==> src/rtl/uart_pkg.sv <==
// Shared UART definitions: receiver state encoding and default line timing.
// UART_RX_PARITY_EN adds the PARITY state for the even-parity build.
package uart_pkg;

  localparam int unsigned DEF_CLK_FREQ = 50_000_000;
  localparam int unsigned DEF_BAUD     = 115200;

  typedef enum logic [2:0] {
    StIdle,
    StStart,
    StData,
`ifdef UART_RX_PARITY_EN
    StParity,
`endif
    StStop
  } rx_state_e;

endpackage

==> src/rtl/uart_rx_if.sv <==
// Receiver-side signal bundle: serial line in, received byte and status pulses out.
interface uart_rx_if;
  logic       uart_rx;
  logic [7:0] rx_data;
  logic       rx_valid;
  logic       frame_err;

  modport master (input uart_rx, output rx_data, output rx_valid, output frame_err);
  modport slave  (output uart_rx, input rx_data, input rx_valid, input frame_err);
endinterface

==> src/rtl/uart_rx_sync.sv <==
// Two-flop synchroniser for the asynchronous serial line; resets to the idle level.
module uart_rx_sync (
  input  logic sys_clk,
  input  logic rst_n,
  input  logic i_d,
  output logic o_q
);

  logic r_meta;
  logic r_sync;

  always_ff @(posedge sys_clk or negedge rst_n) begin
    if (!rst_n) begin
      r_meta <= 1'b1;
      r_sync <= 1'b1;
    end else begin
      r_meta <= i_d;
      r_sync <= r_meta;
    end
  end

  assign o_q = r_sync;

endmodule

==> src/rtl/uart_rx.sv <==
// 8N1 UART receiver with mid-bit sampling. Defining UART_RX_PARITY_EN adds an
// even-parity bit between bit 7 and the stop bit.
module uart_rx
  import uart_pkg::*;
#(
  parameter int unsigned CLK_FREQ = DEF_CLK_FREQ,
  parameter int unsigned BAUD     = DEF_BAUD
) (
  input  logic     sys_clk,
  input  logic     rst_n,
  uart_rx_if.master bus
);

  localparam int unsigned BAUD_DIV = CLK_FREQ / BAUD;
  localparam int unsigned CNT_W    = $clog2(BAUD_DIV);
  localparam logic [CNT_W-1:0] CNT_HALF = CNT_W'(BAUD_DIV / 2 - 1);
  localparam logic [CNT_W-1:0] CNT_FULL = CNT_W'(BAUD_DIV - 1);

  logic             w_rx_s;
  logic             r_rx_d;
  rx_state_e        r_state;
  logic [CNT_W-1:0] r_cnt;
  logic [2:0]       r_bit;
  logic [7:0]       r_shift;
  logic [7:0]       r_rx_data;
  logic             r_rx_valid;
  logic             r_frame_err;
  logic             w_stop_ok;

  uart_rx_sync u_sync (
    .sys_clk (sys_clk),
    .rst_n   (rst_n),
    .i_d     (bus.uart_rx),
    .o_q     (w_rx_s)
  );

`ifdef UART_RX_PARITY_EN
  logic r_par_err;
  assign w_stop_ok = w_rx_s & ~r_par_err;
`else
  assign w_stop_ok = w_rx_s;
`endif

  always_ff @(posedge sys_clk or negedge rst_n) begin
    if (!rst_n) begin
      r_rx_d      <= 1'b1;
      r_state     <= StIdle;
      r_cnt       <= '0;
      r_bit       <= '0;
      r_shift     <= '0;
      r_rx_data   <= 8'h00;
      r_rx_valid  <= 1'b0;
      r_frame_err <= 1'b0;
`ifdef UART_RX_PARITY_EN
      r_par_err   <= 1'b0;
`endif
    end else begin
      r_rx_d      <= w_rx_s;
      r_rx_valid  <= 1'b0;
      r_frame_err <= 1'b0;
      unique case (r_state)
        StIdle: begin
          r_cnt <= '0;
          // Edge-triggered start keeps a held-low (break) line from retriggering.
          if (r_rx_d && !w_rx_s) begin
            r_state <= StStart;
            r_bit   <= '0;
          end
        end
        StStart: begin
          if (r_cnt == CNT_HALF) begin
            r_cnt   <= '0;
            r_state <= w_rx_s ? StIdle : StData;
          end else begin
            r_cnt <= r_cnt + 1'b1;
          end
        end
        StData: begin
          if (r_cnt == CNT_FULL) begin
            r_cnt   <= '0;
            r_shift <= {w_rx_s, r_shift[7:1]};
            r_bit   <= r_bit + 1'b1;
            if (r_bit == 3'd7) begin
`ifdef UART_RX_PARITY_EN
              r_state <= StParity;
`else
              r_state <= StStop;
`endif
            end
          end else begin
            r_cnt <= r_cnt + 1'b1;
          end
        end
`ifdef UART_RX_PARITY_EN
        StParity: begin
          if (r_cnt == CNT_FULL) begin
            r_cnt     <= '0;
            r_par_err <= w_rx_s != ^r_shift;
            r_state   <= StStop;
          end else begin
            r_cnt <= r_cnt + 1'b1;
          end
        end
`endif
        StStop: begin
          if (r_cnt == CNT_FULL) begin
            r_cnt   <= '0;
            r_state <= StIdle;
            if (w_stop_ok) begin
              r_rx_data  <= r_shift;
              r_rx_valid <= 1'b1;
            end else begin
              r_frame_err <= 1'b1;
            end
          end else begin
            r_cnt <= r_cnt + 1'b1;
          end
        end
        default: begin
          r_state <= StIdle;
          r_cnt   <= '0;
        end
      endcase
    end
  end

  assign bus.rx_data   = r_rx_data;
  assign bus.rx_valid  = r_rx_valid;
  assign bus.frame_err = r_frame_err;

endmodule

==> src/flat_wrapper.sv <==
// flat-port wrapper written by rule: the top's interface ports become plain ports
module uart_rx_flat import uart_pkg::*;
#(
  parameter int unsigned CLK_FREQ = DEF_CLK_FREQ,
  parameter int unsigned BAUD     = DEF_BAUD
)
  (sys_clk, rst_n, bus_uart_rx, bus_rx_data, bus_rx_valid, bus_frame_err);
  uart_rx_if bus_i ();
  input  logic sys_clk;
  input  logic rst_n;
  input wire logic [$bits(bus_i.uart_rx)-1:0] bus_uart_rx;
  output wire logic [$bits(bus_i.rx_data)-1:0] bus_rx_data;
  output wire logic [$bits(bus_i.rx_valid)-1:0] bus_rx_valid;
  output wire logic [$bits(bus_i.frame_err)-1:0] bus_frame_err;
  assign bus_i.uart_rx = bus_uart_rx;
  assign bus_rx_data = bus_i.rx_data;
  assign bus_rx_valid = bus_i.rx_valid;
  assign bus_frame_err = bus_i.frame_err;
  uart_rx #(.CLK_FREQ(CLK_FREQ), .BAUD(BAUD)) u_core (.sys_clk(sys_clk), .rst_n(rst_n), .bus(bus_i));
endmodule
==> config.mk <==
export PLATFORM = sky130hd
export DESIGN_NAME = uart_rx_flat
export DESIGN_NICKNAME = d
export VERILOG_FILES = /design/src/rtl/uart_pkg.sv /design/src/rtl/uart_rx_if.sv /design/src/rtl/uart_rx_sync.sv /design/src/rtl/uart_rx.sv /design/src/flat_wrapper.sv
export SDC_FILE = /design/constraint.sdc
export NUM_CORES = 1
export LEC_CHECK = 0
export BUFFER_PORTS_ARGS = -buffer_cell sky130_fd_sc_hd__buf_4
export CAP_MARGIN = 30
export CORE_MARGIN = 10
export CORE_UTILIZATION = 41
export CTS_BUF_LIST = sky130_fd_sc_hd__clkbuf_16
export DETAILED_ROUTE_END_ITERATION = 10
export PLACE_DENSITY = 0.58
export SLEW_MARGIN = 10
export SYNTH_ARGS = -nofsm -noshare
export SYNTH_HDL_FRONTEND = slang
export SYNTH_SLANG_ARGS = --single-unit
==> constraint.sdc <==
create_clock -name sys_clk -period 4.7 [get_ports sys_clk]
set_input_delay 0.705 -clock sys_clk [delete_from_list [all_inputs] [get_ports sys_clk]]
set_output_delay 0.705 -clock sys_clk [all_outputs]
set_load 0.1 [all_outputs]
Word level (Yosys, flattened, before mapping)

Index checks and enable logic that the tools add are counted.
W data, S select, Z words.

Register bits after elaboration: 36
Input bits: 3
Output and inout bits: 10
Logic and storage cells: 51

$add $sub $neg: 2
Equality and inequality tests: 11
Multiplexer cells: 19
Reduce and logical (&&, ||, !) cells: 9

Operator list:

| kind                  | number |
|---|---|
| $mux W3               | 7 |
| $mux W9               | 2 |
| $pmux W9 S2           | 1 |
| $pmux W3 S4           | 1 |
| $ne A2 B1 Y1 const B  | 5 |
| $add A9 B1 Y9 const B | 1 |
| $eq A9 B8 Y1 const B  | 1 |
| $eq A9 B9 Y1 const B  | 1 |
| $eq A3 B2 Y1 const B  | 2 |
| $mux W1               | 6 |
| $pmux W3 S2           | 1 |
| $reduce_and A3 Y1     | 2 |
| $reduce_and A5 Y1     | 1 |
| $add A3 B1 Y3 const B | 1 |
| $eq A3 B1 Y1 const B  | 1 |
| $eq A3 B3 Y1 const B  | 1 |
| $logic_not A3 Y1      | 1 |
| $mux W2               | 1 |
| $reduce_and A2 Y1     | 1 |
| $reduce_bool A2 Y1    | 1 |
| $reduce_or A2 Y1      | 1 |
| $logic_and A1 B1 Y1   | 1 |
| $logic_not A1 Y1      | 1 |

Depth between registers and ports, before layout

Gate-level depths: netlist of the first run.

Depth after elaboration: 4
Mapped depth: 6
Gate-level depth less buffers: 5

Modules after synthesis

A second synthesis of the first run with hierarchy kept.

Cell total of the unflattened synthesis: 117
Area total of the unflattened synthesis: 1610.3 um2

By module, submodules not included:

| module       | instances | cells an instance | area each (um2) | sequential area each (um2) |
|---|---|---|---|---|
| uart_rx      | 1         | 115               | 1557.7          | 827.0 |
| uart_rx_sync | 1         | 2                 | 52.6            | 52.6 |

Worst setup path after synthesis of the first run

OpenSTA, ideal clock, no wires.

Kind: flip-flop to flip-flop
Start: register u_core.r_cnt[1]
End: register u_core.r_shift[0]
Setup time: 0.125 ns
Data arrival time: 1.644 ns
Data required time: 4.575 ns
Slack: 2.931 ns
Cell stages (with the launch flop): 7
Buffers on the path: 1
Clock period less this slack: 1.769 ns
Cells stage by stage: dfrtp_1 -> inv_1 -> ha_1 -> nand4b_1 -> or4_4 -> buf_6 -> mux2_4

Cells in the longest elaborated chain, start to end: 2

RTL lines:

| what                        | line           | RTL |
|---|---|---|
| start: declaration          | uart_rx.sv:22  | `logic [CNT_W-1:0] r_cnt;` |
| start signal: assignment    | uart_rx.sv:75  | `r_cnt <= r_cnt + 1'b1;` |
| start signal: assignment    | uart_rx.sv:91  | `r_cnt <= r_cnt + 1'b1;` |
| start signal: assignment    | uart_rx.sv:116 | `r_cnt <= r_cnt + 1'b1;` |
| $eq A9 B9 Y1                | uart_rx.sv:79  | `if (r_cnt == CNT_FULL) begin` |
| $reduce_and A2 Y1 (no line) | n/a            |  |
| end signal: assignment      | uart_rx.sv:81  | `r_shift <= {w_rx_s, r_shift[7:1]};` |
| end: declaration            | uart_rx.sv:24  | `logic [7:0] r_shift;` |

No other way between the ends.
A chain may end at the register's enable or synchronous reset.

Final worst setup path of the first run

Start: register u_core.r_cnt[1]
End: register u_core.r_rx_data[0], in the netlist u_core.bus.rx_data[0]

Cells in the longest elaborated chain, start to end: 2

RTL lines:

| what                        | line           | RTL |
|---|---|---|
| $eq A9 B9 Y1                | uart_rx.sv:106 | `if (r_cnt == CNT_FULL) begin` |
| $reduce_and A3 Y1 (no line) | n/a            |  |
| end signal: assignment      | uart_rx.sv:110 | `r_rx_data <= r_shift;` |
| end: declaration            | uart_rx.sv:25  | `logic [7:0] r_rx_data;` |

No other way between the ends.

==> results.cfg, run 1 <==
[floorplanning]
core_um2 = 3661
dieArea_um2 = 6620
floorplan.initialDensity = 0.4217
die_w_um = 81.37
floorplan.rows = 22
pin_count = 13
fp.dieH_um = 81.37

[logic_synthesis]
synth_seq_cells = 35
seq_area_frac_synth = 0.5697
yosysMostFrequentCell = dfrtp_1
syn_area_um2 = 1544
synth_common_cells = dfrtp_1, mux2_2, mux2_4
async_reset_ff_frac = 1.000
synthFlopType = dfrtp_1
synth_area_per_cell_um2 = 13.66
yosys_warnings = 0
synth_cells = 113
yosys.area.top_type_share = 0.5186
synth_edf_count = 0
synth_nets = 121
yosysTopAreaCell = dfrtp_1
synthTopCellsByArea = dfrtp_1, mux2_4, mux2_2
ys_types = 33

[power_and_ir_drop]
netSwitchingPower_uw = 192.4
power_density_nw_per_um2 = 410.5
leakagePower_uw = 0.0008697
power_frac_seq = 0.480
peakVddDrop_mv = 0.2674
p_int_uw = 558.0
swShare = 0.2564
p_comb_frac = 0.101
p_clk_frac = 0.419

[detailed_routing]
vias = 939
drt-vias-per-instance = 5.217
wl_mm = 2.677
wl_per_cell_um = 14.87
first_iter_violations = 39
drcViolationCount = 0
first_pass_iters = 4
final_antenna_net_count = 0

[placement]
dpl_worst_slack_ns = 2.748
globalplace.congestion = 0.7649
numPortBuffers = 12
hpwl_mm = 1.832

[sta]
finalCritPeriodShare = 0.4095
hold_slack_ns = 0.3609
setup_ws_ns = 2.775
rsz0062_at_grt = no
setup_viol = 0
maxSlewHeadroom = 0.4754
worst_pin_slew_ns = 0.7834
fin_skew_ns = 0.002364
finalHoldViolCount = 0
fmax_mhz = 519.5
setup_tns_ns = 0
period_needed_ns = 1.925
maxSlewViolCount = 0

[critical_path]
cp_num_buf_inv = 1
cp_slowest_cell = nor3_2
critical_path.cell_chain = inv_1 > ha_1 > nand4b_1 > nor3_2 > mux2_2
cpPeakStageDelay_ns = 0.60
critical_path_peak_fanout = 9
cp-end-kind = register
critPathLaunchType = register
cp_top_family = simple AND/OR/NAND/NOR gates
critPathArrivalTime_ns = 2.08
worstSetupPathType = register to register
required_ns = 4.86

[clocking]
clkTransAtPathRegs_ns = 0.05
post_cts_resized = 0
htree_levels = 2
postCtsHoldBufs = 0
cts_setup_buffers = 0
clock_path_buffers = 2
cts_tree = built
clockRootBuffer = clkbuf_16
numClockSinks = 35
cts_made_buffers = 5
clkLatencyLatePin_ns = 0.27

[global_routing]
first_global_vias = 1016
grt_start_max_net_pins = 36
grt_remaining_overflow = 0
grt_pass1_wl_mm = 4.719
antenna_found_initial = 0
grt_usage = 0.09357

[layout]
layout-drive-gt1-share = 0.3333
n_antenna_cell = 0
multi_input_area_um2 = 634.4
fillers = 341
synthToLayoutAreaGrowth_pct = 18.40
final_nets = 139
regArea_um2 = 879.6

[run_status]
status = finished, final reports clean

[flow_run]
max_cap_violations = 0

[worst_hold_path]
worstHoldPathType = register to register
area by class of cell:
class / instances / share of cell area
sequential: 35 / 0.4812
multi-input combinational: 72 / 0.3470
clock buffer: 5 / 0.06845
timing repair buffer: 12 / 0.04928
tap: 48 / 0.03285
clock inverter: 3 / 0.01095
inverter: 5 / 0.01027
registers in the layout, summed over array words and instances, names as in the netlist:
signal	cells
u_core.bus.frame_err	1
u_core.bus.rx_data	8
u_core.bus.rx_valid	1
u_core.r_bit	3
u_core.r_cnt	9
u_core.r_rx_d	1
u_core.r_shift	8
u_core.r_state	2
u_core.u_sync.o_q	1
u_core.u_sync.r_meta	1
routing by layer:
layer | GRT usage | share of wire | vias to the layer above
met2 | 0.1430 | 0.47 | 15
li1 | - | - | 453
met5 | 0 | 0 | -
met1 | 0.1057 | 0.44 | 466
met4 | 0.05882 | 0.024 | 0
met3 | 0.03974 | 0.065 | 5
final timing paths:
path                                                start                           endpoint  slack, ns  cells after the start
hold reg to reg            u_core.u_sync.r_meta$_DFF_PN1_        u_core.u_sync.o_q$_DFF_PN1_       0.36                      0
hold / removal             u_core.u_sync.r_meta$_DFF_PN1_        u_core.u_sync.o_q$_DFF_PN1_       0.36                      0
setup / recovery                u_core.r_cnt[1]$_DFF_PN0_  u_core.bus.rx_data[0]$_DFFE_PN0P_       2.78                      5
min in group asynchronous                           rst_n  u_core.bus.rx_data[2]$_DFFE_PN0P_       0.37                      1
setup reg to reg                u_core.r_cnt[1]$_DFF_PN0_  u_core.bus.rx_data[0]$_DFFE_PN0P_       2.78                      5
max in group asynchronous                           rst_n            u_core.r_rx_d$_DFF_PN1_       3.99                      1
placed cells by master, fill, tap and decap left out, types with 5 or more instances in the layout:
cell,netlist,routed
mux2_4,7,7
dfrtp_1,32,32
buf_4,0,12
mux2_2,9,9
nand2_1,6,6
clkbuf_16,0,5
ha_1,5,5
nand3_1,5,5
inv_1,5,5
per-stage QoR:
stage / total power (uW) / std cells / utilization / instance area (um^2)
final: 750.3 / 180 / 0.4993 / 1828
after detailed placement: 443.2 / 172 / 0.4597 / 1683
after global placement: 438.8 / 172 / 0.4597 / 1683
after floorplan: 413.6 / 113 / - / 1544
after global routing: 792.8 / 180 / 0.4993 / 1828
after CTS: 761.0 / 180 / 0.4993 / 1828
cell families (layout without fill, tap and decap cells):
logic type / count (synthesis) / count (layout) / share of synthesized area
compound gates: 18 / 18 / 0.07456
simple gates: 27 / 27 / 0.1256
flops: 35 / 35 / 0.5697
mux: 19 / 19 / 0.1532
xor+xnor: 3 / 3 / 0.01702
fa+ha+maj: 5 / 5 / 0.04052
buf+inv: 6 / 25 / 0.01945
power groups by stage:
stage	Sequential, uW	Clock, uW	Combinational, uW
CTS	360	323	78.7
floorplan	356	0	57.7
detailed placement	365	0	78.3
global placement	364	0	75.1
global route	365	338	89.4
finish	360	315	75.8
(Power assumes the default switching activity.)
==> inputs of run 2 (changes only) <==
- PLACE_DENSITY: 0.58 -> 0.61
- clock period: 4.7 -> 1.6 ns (I/O delays scaled with it)
==> results.cfg, run 2 (synthesized netlist as in run 1, its figures left out) <==
[detailed_routing]
first_iter_violations = 59
final_antenna_net_count = 0
drt-vias-per-instance = 5.176
wl_per_cell_um = 15.06
wl_mm = 3.072
drcViolationCount = 0
vias = 1056
first_pass_iters = 4

[floorplanning]
core_um2 = 3661
dieArea_um2 = 6620
pin_count = 13
die_w_um = 81.37
floorplan.rows = 22
floorplan.initialDensity = 0.4217
fp.dieH_um = 81.37

[run_status]
status = finished, violations left
violations = setup timing

[critical_path]
cp_num_buf_inv = 2
cpPeakStageDelay_ns = 0.55
worstSetupPathType = register to register
cp_top_family = simple AND/OR/NAND/NOR gates
critPathArrivalTime_ns = 1.86
critical_path_peak_fanout = 9
cp-end-kind = register
critical_path.cell_chain = inv_2 > ha_4 > nand4b_1 > or4_4 > buf_6 > mux2i_1
critPathLaunchType = register
required_ns = 1.79
cp_slowest_cell = or4_4

[sta]
maxSlewViolCount = 0
period_needed_ns = 1.676
fmax_mhz = 596.8
maxSlewHeadroom = 0.7151
fin_skew_ns = 0.003848
hold_slack_ns = 0.06497
worst_pin_slew_ns = 0.4274
finalCritPeriodShare = 1.047
rsz0062_at_grt = yes
setup_ws_ns = -0.07568
setup_viol = 19
setup_tns_ns = -0.8135
finalHoldViolCount = 0

[global_routing]
grt_pass1_wl_mm = 5.354
antenna_found_initial = 0
first_global_vias = 1131
grt_remaining_overflow = 0
grt_start_max_net_pins = 36
grt_usage = 0.1058

[placement]
globalplace.congestion = 0.7939
hpwl_mm = 2.127
numPortBuffers = 12

[layout]
final_nets = 163
largest_reg_flops = 9
final_cell_mix = buf_4, dfrtp_1, mux2_4
multi_input_area_um2 = 685.7
postLayoutCoreUtil = 0.5663
layout-drive-gt1-share = 0.4423
fillers = 304
synthToLayoutAreaGrowth_pct = 34.28
largest_register = u_core.r_cnt
regArea_um2 = 879.6
n_antenna_cell = 0

[worst_hold_path]
worstHoldPathType = input pin to register

[power_and_ir_drop]
leakagePower_uw = 0.001016
power_density_nw_per_um2 = 1152
peakVddDrop_mv = 0.5788

[clocking]
cts_tree = built
clkTransAtPathRegs_ns = 0.06
numClockSinks = 35
htree_levels = 2
cts_made_buffers = 5
clockRootBuffer = clkbuf_16
clock_path_buffers = 2
clkLatencyLatePin_ns = 0.28

[flow_run]
max_cap_violations = 0
run 2: power breakdown:
group | total (uW) | internal, uW | switching (uW)
clock network | 933 | 572 | 360
logic | 448 | 234 | 214
registers | 1010 | 958 | 49.7
run 2: per-layer routing:
| layer | wire length (um) | share of wire | GRT usage | up-vias |
|---|---|---|---|---|
| li1 | - | - | - | 498 |
| met1 | 1351 | 0.44 | 0.1261 | 536 |
| met2 | 1496 | 0.49 | 0.1635 | 17 |
| met3 | 178 | 0.058 | 0.04636 | 5 |
| met4 | 45 | 0.015 | 0.04325 | 0 |
| met5 | 0 | 0 | 0 | - |
run 2: layout make-up:
| cell class | instances | area share |
|---|---|---|
| clock inverters | 3 | 0.009656 |
| flip-flops and latches | 35 | 0.4243 |
| inverters | 5 | 0.009052 |
| multi-input cells | 72 | 0.3307 |
| well taps | 48 | 0.02897 |
| clock buffers | 5 | 0.06035 |
| repair buffers | 36 | 0.1370 |
run 2: worst paths after layout:
kind	start	endpoint	slack, ns	depth (start not counted)
hold / removal	bus_uart_rx	u_core.u_sync.r_meta$_DFF_PN1_	0.06	1
setup / recovery	u_core.r_cnt[1]$_DFF_PN0_	u_core.r_bit[0]$_DFFE_PN0P_	-0.08	6
min in group asynchronous	rst_n	u_core.r_cnt[3]$_DFF_PN0_	0.45	2
setup reg to reg	u_core.r_cnt[1]$_DFF_PN0_	u_core.r_bit[0]$_DFFE_PN0P_	-0.08	6
max in group asynchronous	rst_n	u_core.u_sync.o_q$_DFF_PN1_	0.81	2
hold reg to reg	u_core.u_sync.r_meta$_DFF_PN1_	u_core.u_sync.o_q$_DFF_PN1_	0.36	0
run 2: timing repair:
item,4_1_cts,5_1_grt
cloned,1,0
endpoints found under the setup margin,19,29
hold endpoints to repair,32,0
resized for setup,11,7
hold buffers,1,0
pin swaps,1,2
setup buffers,3,1
run 2: metrics by stage:
stage          instances  instance area [um^2]  power [uW]  setup slack [ns]
2_1_floorplan        113                  1544        1215           -0.1688
3_3_place_gp         190                  1818        1399          -0.04964
3_5_place_dp         190                  1818        1413           -0.1209
4_1_cts              203                  2042        2383           -0.1052
5_1_grt              204                  2073        2513           -0.1399
6_report             204                  2073        2388          -0.07568
==> inputs of run 3 (changes only) <==
- ABC_AREA: default -> 1
- PLACE_DENSITY: 0.61 -> 0.6
- SLEW_MARGIN: 10 -> 30
==> results.cfg, run 3 <==
[worst_hold_path]
min_path_cells = 1
worstHoldPathType = input pin to register
min_from = bus_uart_rx
hold_end = u_core.u_sync.r_meta$_DFF_PN1_

[logic_synthesis]
synthXorXnorAreaFrac = 0.005410
synth_compound_area_frac = 0.09660
synth-simple-area-share = 0.2380
syn_area_um2 = 1619
synth_mux_area_frac = 0
seq_area_frac_synth = 0.5433
synth_top_family_by_area = simple AND/OR/NAND/NOR gates
synth_edf_count = 0
yosysMostFrequentCell = nand2_1
synth_common_cells = nand2_1, dfrtp_1, inv_1
ys_types = 24
yosys_warnings = 0
async_reset_ff_frac = 1.000
synthTopCellsByArea = dfrtp_1, nand2_1, inv_1
yosysTopAreaCell = dfrtp_1
synth_nets = 188
synth_area_per_cell_um2 = 8.995
yosys.area.top_type_share = 0.4946
synth_cells = 180
synth_fa_ha_area_frac = 0.03864
synth_seq_cells = 35
synthFlopType = dfrtp_1

[clocking]
cts_tree = built
clkLatencyLatePin_ns = 0.28
numClockSinks = 35
clkTransAtPathRegs_ns = 0.05
clockRootBuffer = clkbuf_16
cts_made_buffers = 5
htree_levels = 2
clock_path_buffers = 2

[detailed_routing]
wl_mm = 2.872
drt-vias-per-instance = 4.680
final_antenna_net_count = 0
wl_per_cell_um = 11.49
first_iter_violations = 87
vias = 1170
first_pass_iters = 4
drcViolationCount = 0

[placement]
numPortBuffers = 12
hpwl_mm = 2.108
globalplace.congestion = 0.8300

[sta]
fmax_mhz = 683.5
fin_skew_ns = 0.003768
rsz0062_at_grt = no
finalCritPeriodShare = 0.9144
period_needed_ns = 1.463
maxSlewHeadroom = 0.7115
setup_tns_ns = 0
worst_pin_slew_ns = 0.4328
setup_viol = 0
maxSlewViolCount = 0
finalHoldViolCount = 0

[global_routing]
grt_remaining_overflow = 0
first_global_vias = 1214
grt_pass1_wl_mm = 5.175
antenna_found_initial = 0
grt_start_max_net_pins = 36
grt_usage = 0.09071

[floorplanning]
pin_count = 13
fp.dieH_um = 82.84
floorplan.rows = 22
core_um2 = 3744
floorplan.initialDensity = 0.4325
dieArea_um2 = 6862
die_w_um = 82.84

[run_status]
status = finished, final reports clean

[layout]
multi_input_area_um2 = 613.1
largest_register = u_core.r_cnt
postLayoutCoreUtil = 0.5214
fillers = 363
final_cell_mix = nand2_1, dfrtp_1, inv_1
final_nets = 209
regArea_um2 = 879.6
synthToLayoutAreaGrowth_pct = 20.56
final_common_cell = nand2_1
layout-drive-gt1-share = 0.2178
largest_reg_flops = 9
n_antenna_cell = 0

[critical_path]
cpPeakStageDelay_ns = 0.40
critPathArrivalTime_ns = 1.62
critical_path.cell_chain = inv_1 > ha_1 > nand2_1 > nor2_4 > nand2_2 > nand2_2 > nand2_1 > inv_4 > nor2_1
cp-end-kind = register
critPathLaunchType = register
rrSetupSlack_ns = 0.14
required_ns = 1.76
cp_slowest_cell = dfrtp_1
critical_path_peak_fanout = 8
worstSetupPathType = register to register
r2r_end = u_core.r_cnt[0]$_DFF_PN0_
r2r_cells = 9
r2r_start = u_core.r_cnt[1]$_DFF_PN0_

[flow_run]
max_cap_violations = 0

[power_and_ir_drop]
power_frac_seq = 0.439
netSwitchingPower_uw = 699.2
p_clk_frac = 0.377
p_comb_frac = 0.184
p_int_uw = 1646
power_density_nw_per_um2 = 1201
leakagePower_uw = 0.0009679
swShare = 0.2982
peakVddDrop_mv = 0.6785
[run 3: power groups by stage]
stage / Sequential (uW) / Clock, uW / Combinational [uW]
floorplan: 1030 / 0 / 324
global placement: 1040 / 0 / 409
detailed placement: 1040 / 0 / 426
CTS: 1030 / 908 / 432
global route: 1040 / 960 / 506
finish: 1030 / 884 / 432
[run 3: worst max-delay path, delay by kind of cell, from the launching register on]
kind / cells / cell delay (ns)
and+or+nand+nor: 6 / 0.59
DFF: 1 / 0.40
buffers and inverters: 2 / 0.20
adders and majority gates: 1 / 0.13
[run 3: cells by family (layout without fill, tap and decap cells)]
kind of cell / after synthesis / count (layout)
AOI/OAI and AO/OA: 25 / 25
and+or+nand+nor: 83 / 83
DFF: 35 / 35
xor gates and xnor gates: 1 / 1
adders and majority gates: 5 / 5
buffers and inverters: 31 / 53
[run 3: worst max path at each step]
stage / from / end / slack [ns] / cells past startpoint
4_1_cts: u_core.r_cnt[1]$_DFF_PN0_ / u_core.bus.rx_data[6]$_DFFE_PN0P_ / 0.07 / 7
6_report: u_core.r_cnt[1]$_DFF_PN0_ / u_core.r_cnt[0]$_DFF_PN0_ / 0.14 / 9
2_1_floorplan: u_core.r_cnt[1]$_DFF_PN0_ / u_core.bus.rx_data[4]$_DFFE_PN0P_ / 0.23 / 8
5_1_grt: u_core.r_cnt[1]$_DFF_PN0_ / u_core.r_cnt[8]$_DFF_PN0_ / 0.008 / 9
3_5_place_dp: u_core.r_cnt[1]$_DFF_PN0_ / u_core.bus.rx_data[6]$_DFFE_PN0P_ / 0.08 / 7
3_3_place_gp: u_core.r_cnt[1]$_DFF_PN0_ / u_core.bus.rx_data[6]$_DFFE_PN0P_ / 0.13 / 7
[run 3: layout make-up]
class,count,area share
clock buffer,5,0.06410
clock inverter,3,0.005769
inverter,28,0.05513
multi-input combinational,114,0.3141
sequential,35,0.4506
tap,48,0.03077
timing repair buffer,17,0.07949
[run 3: timing repair]
item                                    in CTS  in global routing
hold buffers                                 1                  0
hold endpoints to repair                    32                  0
buffers inserted                             0                  3
gates resized for setup                      0                  1
endpoints found under the setup margin       0                 12
[run 3: per-layer routing]
metal	up-vias	part of all wire	track usage
met4	0	0.021	0.04615
met3	5	0.044	0.04297
met5	-	0	0
li1	605	-	-
met2	19	0.46	0.1334
met1	541	0.48	0.1073
[run 3: through the flow]
stage          instances  power [uW]  worst slack, ns  area, um^2  hold slack [ns]
6_report             250        2345           0.1369        1952          0.06950
5_1_grt              250        2503         0.008209        1952          0.05621
4_1_cts              247        2365          0.07434        1914          0.06383
3_5_place_dp         238        1468          0.08134        1768           0.2154
3_3_place_gp         238        1445           0.1284        1768           0.2098
2_1_floorplan        180        1350           0.2337        1619         -0.05559
